$ cat config.mk
export PLATFORM = sky130hd
export DESIGN_NAME = rsa_exp_sequencer
export DESIGN_NICKNAME = d
export VERILOG_FILES = /design/src/rtl/rsa_pkg.sv /design/src/rtl/rsa_exp_sequencer.sv
export SDC_FILE = /design/constraint.sdc
export NUM_CORES = 1
export LEC_CHECK = 0
export CAP_MARGIN = 15
export CORE_ASPECT_RATIO = 1.75
export CORE_MARGIN = 4
export CORE_UTILIZATION = 40
export DETAILED_ROUTE_END_ITERATION = 8
export PLACE_DENSITY = 0.83
export SLEW_MARGIN = 20
export SYNTH_ARGS = -nofsm -noshare
export SYNTH_HDL_FRONTEND = slang
export SYNTH_SLANG_ARGS = --single-unit
export TNS_END_PERCENT = 1
$ cat constraint.sdc
create_clock -name clk -period 12.7 [get_ports clk]
set_input_delay 2.54 -clock clk [delete_from_list [all_inputs] [get_ports clk]]
set_output_delay 2.54 -clock clk [all_outputs]
set_load 0.02 [all_outputs]
$ cat src/rtl/rsa_pkg.sv
// +-----------------------------------------------------------------------------+
// | rsa_pkg                                                                     |
// | Shared types for the modular-exponentiation job sequencer.                  |
// | Rev 1.0                                                                     |
// +-----------------------------------------------------------------------------+
`default_nettype none

package rsa_pkg;

  localparam int JOB_WORD_W = 32;
  localparam int JOB_E_W    = 17;
  localparam int JOB_ID_W   = 4;

  typedef enum logic [2:0] {
    IDLE    = 3'd0,
    ENG_RST = 3'd1,
    START   = 3'd2,
    WAIT    = 3'd3,
    OUT     = 3'd4
  } state_e;

  typedef enum logic [1:0] {
    ERR_NONE    = 2'd0,
    ERR_MOD     = 2'd1,
    ERR_TIMEOUT = 2'd2
  } err_e;

  typedef struct packed {
    logic [JOB_WORD_W-1:0] x;
    logic [JOB_E_W-1:0]    e;
    logic [JOB_WORD_W-1:0] m;
    logic [JOB_ID_W-1:0]   id;
  } job_t;

endpackage

`default_nettype wire

$ cat src/rtl/rsa_exp_sequencer.sv
// +-----------------------------------------------------------------------------+
// | rsa_exp_sequencer                                                           |
// | Screens x^e mod m jobs and drives the exponentiation engine handshake.      |
// | Rev 1.0                                                                     |
// +-----------------------------------------------------------------------------+
`default_nettype none

module rsa_exp_sequencer
  import rsa_pkg::*;
#(
  parameter int WORD_WIDTH     = JOB_WORD_W,
  parameter int E_WIDTH        = JOB_E_W,
  parameter int ID_WIDTH       = JOB_ID_W,
  parameter int TIMEOUT_CYCLES = 4096
) (
  input  logic                  clk,
  input  logic                  reset,
  input  logic                  in_valid,
  output logic                  in_ready,
  input  logic [WORD_WIDTH-1:0] in_x,
  input  logic [E_WIDTH-1:0]    in_e,
  input  logic [WORD_WIDTH-1:0] in_m,
  input  logic [ID_WIDTH-1:0]   in_id,
  output logic                  eng_reset,
  output logic                  eng_enable,
  output logic [WORD_WIDTH-1:0] eng_x,
  output logic [WORD_WIDTH-1:0] eng_m,
  output logic [E_WIDTH-1:0]    eng_e,
  output logic [WORD_WIDTH:0]   eng_R,
  input  logic                  eng_done,
  input  logic [WORD_WIDTH-1:0] eng_result,
  output logic                  out_valid,
  input  logic                  out_ready,
  output logic [WORD_WIDTH-1:0] out_result,
  output logic [ID_WIDTH-1:0]   out_id,
  output logic [1:0]            out_err,
  output logic [15:0]           cnt_ok,
  output logic [15:0]           cnt_err
);

  localparam int TW = (TIMEOUT_CYCLES > 1) ? $clog2(TIMEOUT_CYCLES) : 1;
  localparam logic [TW-1:0] TMR_LAST = TW'(TIMEOUT_CYCLES - 1);

  state_e                state_q, state_d;
  job_t                  job_q, job_d;
  logic [WORD_WIDTH-1:0] result_q, result_d;
  err_e                  err_q, err_d;
  logic [TW-1:0]         timer_q, timer_d;
  logic [15:0]           cnt_ok_q, cnt_ok_d;
  logic [15:0]           cnt_err_q, cnt_err_d;
  logic                  in_ready_q, in_ready_d;
  logic                  out_valid_q, out_valid_d;
  logic                  eng_reset_q, eng_reset_d;
  logic                  eng_enable_q, eng_enable_d;

  always_comb begin
    state_d   = state_q;
    job_d     = job_q;
    result_d  = result_q;
    err_d     = err_q;
    timer_d   = timer_q;
    cnt_ok_d  = cnt_ok_q;
    cnt_err_d = cnt_err_q;

    case (state_q)
      IDLE: begin
        if (in_valid && in_ready_q) begin
          job_d.x  = in_x;
          job_d.e  = in_e;
          job_d.m  = in_m;
          job_d.id = in_id;
          // An even modulus (including zero) has no Montgomery form.
          if (!in_m[0]) begin
            state_d  = OUT;
            err_d    = ERR_MOD;
            result_d = '0;
          end else if (in_e == '0) begin
            state_d  = OUT;
            err_d    = ERR_NONE;
            result_d = (in_m == WORD_WIDTH'(1)) ? '0 : WORD_WIDTH'(1);
          end else begin
            state_d = ENG_RST;
          end
        end
      end
      ENG_RST: state_d = START;
      START: begin
        state_d = WAIT;
        timer_d = '0;
      end
      WAIT: begin
        if (eng_done) begin
          state_d  = OUT;
          err_d    = ERR_NONE;
          result_d = eng_result;
        end else if (timer_q == TMR_LAST) begin
          state_d  = OUT;
          err_d    = ERR_TIMEOUT;
          result_d = '0;
        end else begin
          timer_d = timer_q + 1'b1;
        end
      end
      OUT: begin
        if (out_ready) begin
          state_d = IDLE;
          if (err_q == ERR_NONE) begin
            if (cnt_ok_q != 16'hFFFF) cnt_ok_d = cnt_ok_q + 16'd1;
          end else begin
            if (cnt_err_q != 16'hFFFF) cnt_err_d = cnt_err_q + 16'd1;
          end
        end
      end
      default: state_d = IDLE;
    endcase

    // Handshake outputs are registered copies of the next-state decode.
    in_ready_d   = (state_d == IDLE);
    out_valid_d  = (state_d == OUT);
    eng_reset_d  = (state_d == ENG_RST);
    eng_enable_d = (state_d == START);
  end

  always_ff @(posedge clk or posedge reset) begin
    if (reset) begin
      state_q      <= IDLE;
      job_q        <= '0;
      result_q     <= '0;
      err_q        <= ERR_NONE;
      timer_q      <= '0;
      cnt_ok_q     <= '0;
      cnt_err_q    <= '0;
      in_ready_q   <= 1'b1;
      out_valid_q  <= 1'b0;
      eng_reset_q  <= 1'b0;
      eng_enable_q <= 1'b0;
    end else begin
      state_q      <= state_d;
      job_q        <= job_d;
      result_q     <= result_d;
      err_q        <= err_d;
      timer_q      <= timer_d;
      cnt_ok_q     <= cnt_ok_d;
      cnt_err_q    <= cnt_err_d;
      in_ready_q   <= in_ready_d;
      out_valid_q  <= out_valid_d;
      eng_reset_q  <= eng_reset_d;
      eng_enable_q <= eng_enable_d;
    end
  end

  assign in_ready   = in_ready_q;
  assign eng_reset  = eng_reset_q;
  assign eng_enable = eng_enable_q;
  assign eng_x      = job_q.x;
  assign eng_e      = job_q.e;
  assign eng_m      = job_q.m;
  assign eng_R      = {1'b1, {WORD_WIDTH{1'b0}}};
  assign out_valid  = out_valid_q;
  assign out_result = result_q;
  assign out_id     = job_q.id;
  assign out_err    = err_q;
  assign cnt_ok     = cnt_ok_q;
  assign cnt_err    = cnt_err_q;

endmodule

`default_nettype wire

==> results of run 1 <==
==> where the power goes <==
part	leakage (nW)	switching [mW]	internal, mW
clock	0.286	0.227	0.300
combinational	2.17	0.485	0.518
sequential	2.15	0.116	0.738
==> layout make-up <==
cell class                      instances  area (um^2)  area share
Sequential cell                       170         4260       0.401
Tap cell                              231          289      0.0273
Multi-Input combinational cell        341         2640       0.249
Clock buffer                           18          439      0.0414
Inverter                                7         31.3     0.00295
Antenna cell                            1         2.50    0.000236
Clock inverter                         14          160      0.0151
Timing Repair Buffer                  279         2790       0.263
==> worst register-to-register path, delay by kind of cell, from the launching register on <==
family | cells | cell delay (ns)
flops | 1 | 0.43
compound gates | 2 | 0.41
fa+ha+maj | 1 | 0.23
buf+inv | 1 | 0.34
mux | 1 | 0.37
simple gates | 2 | 0.58
==> sequential cells by signal, indices dropped and copies added (netlist names) <==
register    cells
eng_enable      1
cnt_err        16
out_err         2
state_q         3
out_id          4
eng_m          32
out_result     32
in_ready        1
cnt_ok         16
eng_x          32
eng_reset       1
out_valid       1
timer_q        12
eng_e          17
==> final timing paths <==
path,cells past startpoint,slack (ns),to,startpoint
worst max-delay path,7,8.25,out_err[0],in_e[7]
worst min-delay path,1,0.49,cnt_err[11],cnt_err[11]
worst max register to register,7,10.23,out_err[0],timer_q[0]
worst min register to register,1,0.49,cnt_err[11],cnt_err[11]
max in group asynchronous,3,8.55,eng_x[17],reset
min in group asynchronous,2,2.66,eng_x[19],reset
==> per-layer routing <==
| layer | vias to the layer above | share of wire | track usage |
|---|---|---|---|
| li1 | 2422 | - | - |
| met1 | 2619 | 0.34 | 0.197 |
| met2 | 209 | 0.55 | 0.345 |
| met3 | 42 | 0.066 | 0.0387 |
| met4 | 0 | 0.041 | 0.0984 |
| met5 | - | 0 | 0 |
==> placed cells by master (no fill, tap or decap), types with 2 or more instances in the layout <==
cell / instances
a22o_1: 32
nor2_1: 22
buf_4: 3
o2bb2ai_1: 2
bufinv_16: 2
nor2b_1: 2
dfrtp_1: 169
and3_1: 5
nand3b_1: 2
or4_1: 2
ha_1: 3
nand4_1: 11
o21ai_0: 3
xnor2_1: 24
and4_1: 7
mux2i_1: 4
clkinv_4: 3
xor2_1: 15
conb_1: 33
inv_1: 6
nor4_1: 17
mux2_1: 13
mux2_2: 76
nand2_1: 23
clkinvlp_4: 3
clkdlybuf4s50_1: 276
inv_6: 5
and2_1: 2
nand3_1: 11
nor3_1: 13
clkbuf_16: 17
==> logic make-up (layout without fill, tap and decap cells) <==
logic type / count (synthesis) / in the layout / synth area share
adder cells (fa/ha/maj): 3 / 3 / 0.00523
XOR/XNOR: 39 / 39 / 0.0476
multiplexers: 93 / 93 / 0.145
buffers and inverters: 64 / 318 / 0.0562
other: 2 / 34 / 0.00105
AND/OR/NAND/NOR: 128 / 128 / 0.0984
AO/OA/AOI/OAI: 45 / 45 / 0.0529
flip-flops: 170 / 170 / 0.593
==> per-stage QoR <==
step / hold slack [ns] / utilization / total power [mW] / cell area, um^2 / instances
2_1_floorplan: 0.481 / - / 1.37 / 7290 / 575
3_3_place_gp: 0.473 / 0.570 / 1.85 / 10000 / 1028
3_5_place_dp: 0.480 / 0.570 / 1.87 / 10000 / 1028
4_1_cts: 0.494 / 0.604 / 2.41 / 10600 / 1060
5_1_grt: 0.513 / 0.604 / 2.50 / 10600 / 1061
6_report: 0.485 / 0.604 / 2.38 / 10600 / 1061
==> results.md, run 1 <==
- Syn-to-layout area delta: 47.8%
- Drt pass-1 iters: 4
- FILL cells: 1358
- CTS max path bufs: 2
- Vias: 5292
- Die H: 185 um
- Clk_lat worst skew: 0.42 ns
- Largest net degree at the start of global routing: 98
- Minimum clock period: 4.45 ns
- Fin. max-slew vios: 0
- Layout cells sized above 1: 0.141
- Slowest cell on crit path: clkdlybuf4s50_1
- Top cells by area, synth: dfrtp_1, mux2_2, a22o_1
- I/O pin total: 310
- # resized after CTS: 0
- PortBufs: 276
- Final clock skew: 0.0103 ns
- Crit-path leading delay family: simple AND/OR/NAND/NOR gates
- Distinct cells, synth: 47
- Slew HR: 0.375
- Post-route DRC: 0
- CTS Root Cell: clkbuf_16
- Max-cap violation count: 0
- Initial antenna violation count: 1
- Gate count of the mapped netlist: 544
- Cell area after synthesis: 0.00717 mm^2
- WL/cell: 18.1 um
- Worst vdd rail ir drop: 0.140 mV
- CP endpoint kind: flop
- Pwr dens: 225 mW/mm^2
- Hold WC Path Type: flop to flop
- Critical Path RT: 12.99 ns
- Die X: 109 um
- Yosys top cell by area: dfrtp_1
- Final WS setup: 8.25 ns
- Crit Path Class: primary input to flop
- Nets: 941
- Synth Area per Inst: 13.2 um^2
- Vias in the first global route: 5509
- Sequential-to-total area share from yosys stat: 0.593
- Main synth FF type: dfrtp_1
- Startpoint class of the critical path: primary input
- Post-synth EDFFs: 0
- Crit path buf inv count: 2
- Area share of the largest cell type after synthesis: 0.590
- Critical-path cell list: clkdlybuf4s50_1 -> nor4_1 -> nand3_1 -> or4_1 -> a22o_1 -> buf_4 -> mux2_1
- Final period utilization: 0.351
- Final setup fails: 0
- Gpl congestion: 0.804
- Fin Setup TNS: 0 ns
- Rows: 64
- GRT overflow: 0
- CP Max Fanout: 34
- Max Clk Rate: 225 MHz
- Cell with the most instances after synthesis: dfrtp_1
- Core area: 0.0175 mm^2
- First-pass GRT wire length: 29000 um
- Flops & latches, synth: 170
- Post-DP HPWL: 14500 um
- RSZ-0062 raised after global routing: false
- CTS tree: built
- Post-DR vias/cell: 4.99
- Post-CTS Hold Buffers: 0
- Ys async rst share: 1.00
- Sink Count: 170
- Antenna-violating nets left: 0
- Fin. Hold Viols: 0
- DP Worst Slack: 7.86 ns
- H-tree levels: 4
- DIE AREA: 0.0202 mm^2
- Outcome: finished, final reports clean
- Total CTS buffers: 17
- Drt total wl: 19200 um
- Drt first-iter violations: 242
- Slew @ Worst Pin: 0.937 ns
- P_leak: 4.60 nW
- Setup Fix Bufs, Post-CTS: 0
- Initial core utilization: 0.409
- CP max stage delay: 0.44 ns
- Synth warn: 0
- Reg clk slew, reported paths: 0.06 ns
- Synth top cells by count: dfrtp_1, mux2_2, buf_4
- CP arrival: 4.75 ns
- Total GRT Usage: 0.188
No activity file was read; power rests on OpenSTA's default activity.
==> inputs of run 2 (changes only) <==
==> constraint.sdc (replaced) <==
create_clock -name clk -period 4.27 [get_ports clk]
set_input_delay 0.854 -clock clk [delete_from_list [all_inputs] [get_ports clk]]
set_output_delay 0.854 -clock clk [all_outputs]
set_load 0.02 [all_outputs]
==> results.md, run 2 (same netlist as run 1, synthesis figures left out) <==
- Syn-to-layout area delta: 47.6% (about the same)
- Most frequent cells in the layout: clkdlybuf4s50_1, dfrtp_1, mux2_2, conb_1, a22o_1
- Minimum clock period: 2.76 ns
- Utilization after layout: 0.604 (about the same)
- Rows: 64 (unchanged)
- Worst r2r src: timer_q[0]
- Post-CTS Hold Buffers: 0 (unchanged)
- CTS max path bufs: 2 (unchanged)
- Fin Setup TNS: 0 ns (unchanged)
- Initial antenna violation count: 0 (-1)
- Vias in the first global route: 5549 (+0.73%)
- I/O pin total: 310 (unchanged)
- Final non-filler cell total: 1063 (+0.19%)
- # resized after CTS: 0 (unchanged)
- Max-cap violation count: 0 (unchanged)
- Total CTS buffers: 17 (unchanged)
- Fin. max-slew vios: 0 (unchanged)
- Final WS setup: 1.51 ns (-6.73 ns)
- Setup Fix Bufs, Post-CTS: 0 (unchanged)
- Crit path to: out_err[0]
- Critical-path cell list: clkdlybuf4s50_1 -> nor4_2 -> nand2_1 -> or4_1 -> a22o_1 -> buf_4 -> mux2_1
- Worst path depth: 7 (unchanged)
- CTS tree: built
- Worst Setup SP: in_e[3]
- Die X: 109 um (unchanged)
- Sink Count: 170 (unchanged)
- Antenna-violating nets left: 0 (unchanged)
- Max Clk Rate: 363 MHz
- Pwr dens: 661 mW/mm^2 (+190%)
- RSZ-0062 raised after global routing: false
- Gpl congestion: 0.844 (+4.9%)
- P_leak: 4.60 nW (about the same)
- CP arrival: 3.06 ns (-1.69 ns)
- # diodes: 0 (-1)
- Final setup fails: 0 (unchanged)
- Hold WC Path Type: flop to flop
- Slew @ Worst Pin: 0.899 ns (-0.0376 ns)
- Reg clk slew, reported paths: 0.07 ns (about the same)
- Slowest cell on crit path: or4_1
- Worst Hold Slack: 0.494 ns (+0.00905 ns)
- Post-DR vias/cell: 4.93 (-1.2%)
- Post-route cell area: 0.0106 mm^2 (about the same)
- Placed Instances: 1031 (+0.29%)
- Critical Path RT: 4.57 ns (-8.42 ns)
- CP Max Fanout: 34 (unchanged)
- Drt first-iter violations: 198 (-18%)
- CP endpoint kind: flop
- Final period utilization: 0.646
- Layout cells sized above 1: 0.143 (+0.00189)
- R2R setup slack: 1.79 ns (-8.44 ns)
- WL/cell: 18.2 um (+0.64%)
- Clk_lat worst skew: 0.42 ns (about the same)
- Drt pass-1 iters: 4 (unchanged)
- Worst-case reg-to-reg path depth: 7 (unchanged)
- Nets: 944 (+0.32%)
- GRT overflow: 0 (unchanged)
- Slew HR: 0.391 (+0.0156)
- Post-route DRC: 0 (unchanged)
- Largest net degree at the start of global routing: 92 (-6.1%)
- Initial core utilization: 0.409 (unchanged)
- Total Power: 7.00 mW (+190%)
- Crit-path leading delay family: simple AND/OR/NAND/NOR gates
- Die H: 185 um (unchanged)
- DIE AREA: 0.0202 mm^2 (unchanged)
- Cell Area, Placed: 0.0100 mm^2 (+0.34%)
- DP Worst Slack: 1.10 ns (-6.75 ns)
- Crit Path Class: primary input to flop
- Crit path buf inv count: 2 (unchanged)
- Fin. Hold Viols: 0 (unchanged)
- Outcome: finished, final reports clean
- First-pass GRT wire length: 30400 um (+4.8%)
- Startpoint class of the critical path: primary input
- H-tree levels: 4 (unchanged)
- PortBufs: 276 (unchanged)
- Most common cell after layout, fill and taps aside: clkdlybuf4s50_1
- Worst vdd rail ir drop: 0.418 mV (+200%)
- Final clock skew: 0.00735 ns (-0.00295 ns)
- R2R Path End: out_err[0]
- Drt total wl: 19300 um (+0.83%)
- Total GRT Usage: 0.197 (+0.00910)
- CTS Root Cell: clkbuf_16
- Vias: 5240 (-0.98%)
- Core area: 0.0175 mm^2 (unchanged)
- Post-DP HPWL: 14700 um (+1.0%)
- CP max stage delay: 0.48 ns (+0.04 ns)
run 2: final cells by class:
class | count | area, um^2
Fill cell | 1386 | 6950
Sequential cell | 170 | 4260
Timing Repair Buffer | 282 | 2820
Multi-Input combinational cell | 341 | 2640
Clock buffer | 17 | 425
Tap cell | 231 | 289
Clock inverter | 15 | 134
Inverter | 7 | 30.0
run 2: power breakdown:
part	leakage (nW)	total, mW	internal [mW]	switching (mW)
registers	2.15	2.54	2.20	0.348
clock network	0.269	1.47	0.769	0.702
logic	2.18	2.98	1.54	1.44
total	4.60	7.00	4.51	2.49
run 2: per-layer routing:
metal	up-vias	global-route usage	wire length, um
met3	29	0.0541	1300
met4	0	0.0784	507
li1	2430	-	-
met2	184	0.358	10600
met1	2597	0.212	6940
met5	-	0	0
run 2: worst min-delay path by stage:
stage                    start         end  slack [ns]  cells after the start
global route         eng_m[19]   eng_m[19]        0.52                      1
detailed placement    eng_m[9]    eng_m[9]        0.48                      1
CTS                  eng_m[19]   eng_m[19]        0.50                      1
global placement     eng_m[16]   eng_m[16]        0.47                      1
floorplan           timer_q[2]  timer_q[2]        0.48                      1
finish               eng_m[19]   eng_m[19]        0.49                      1
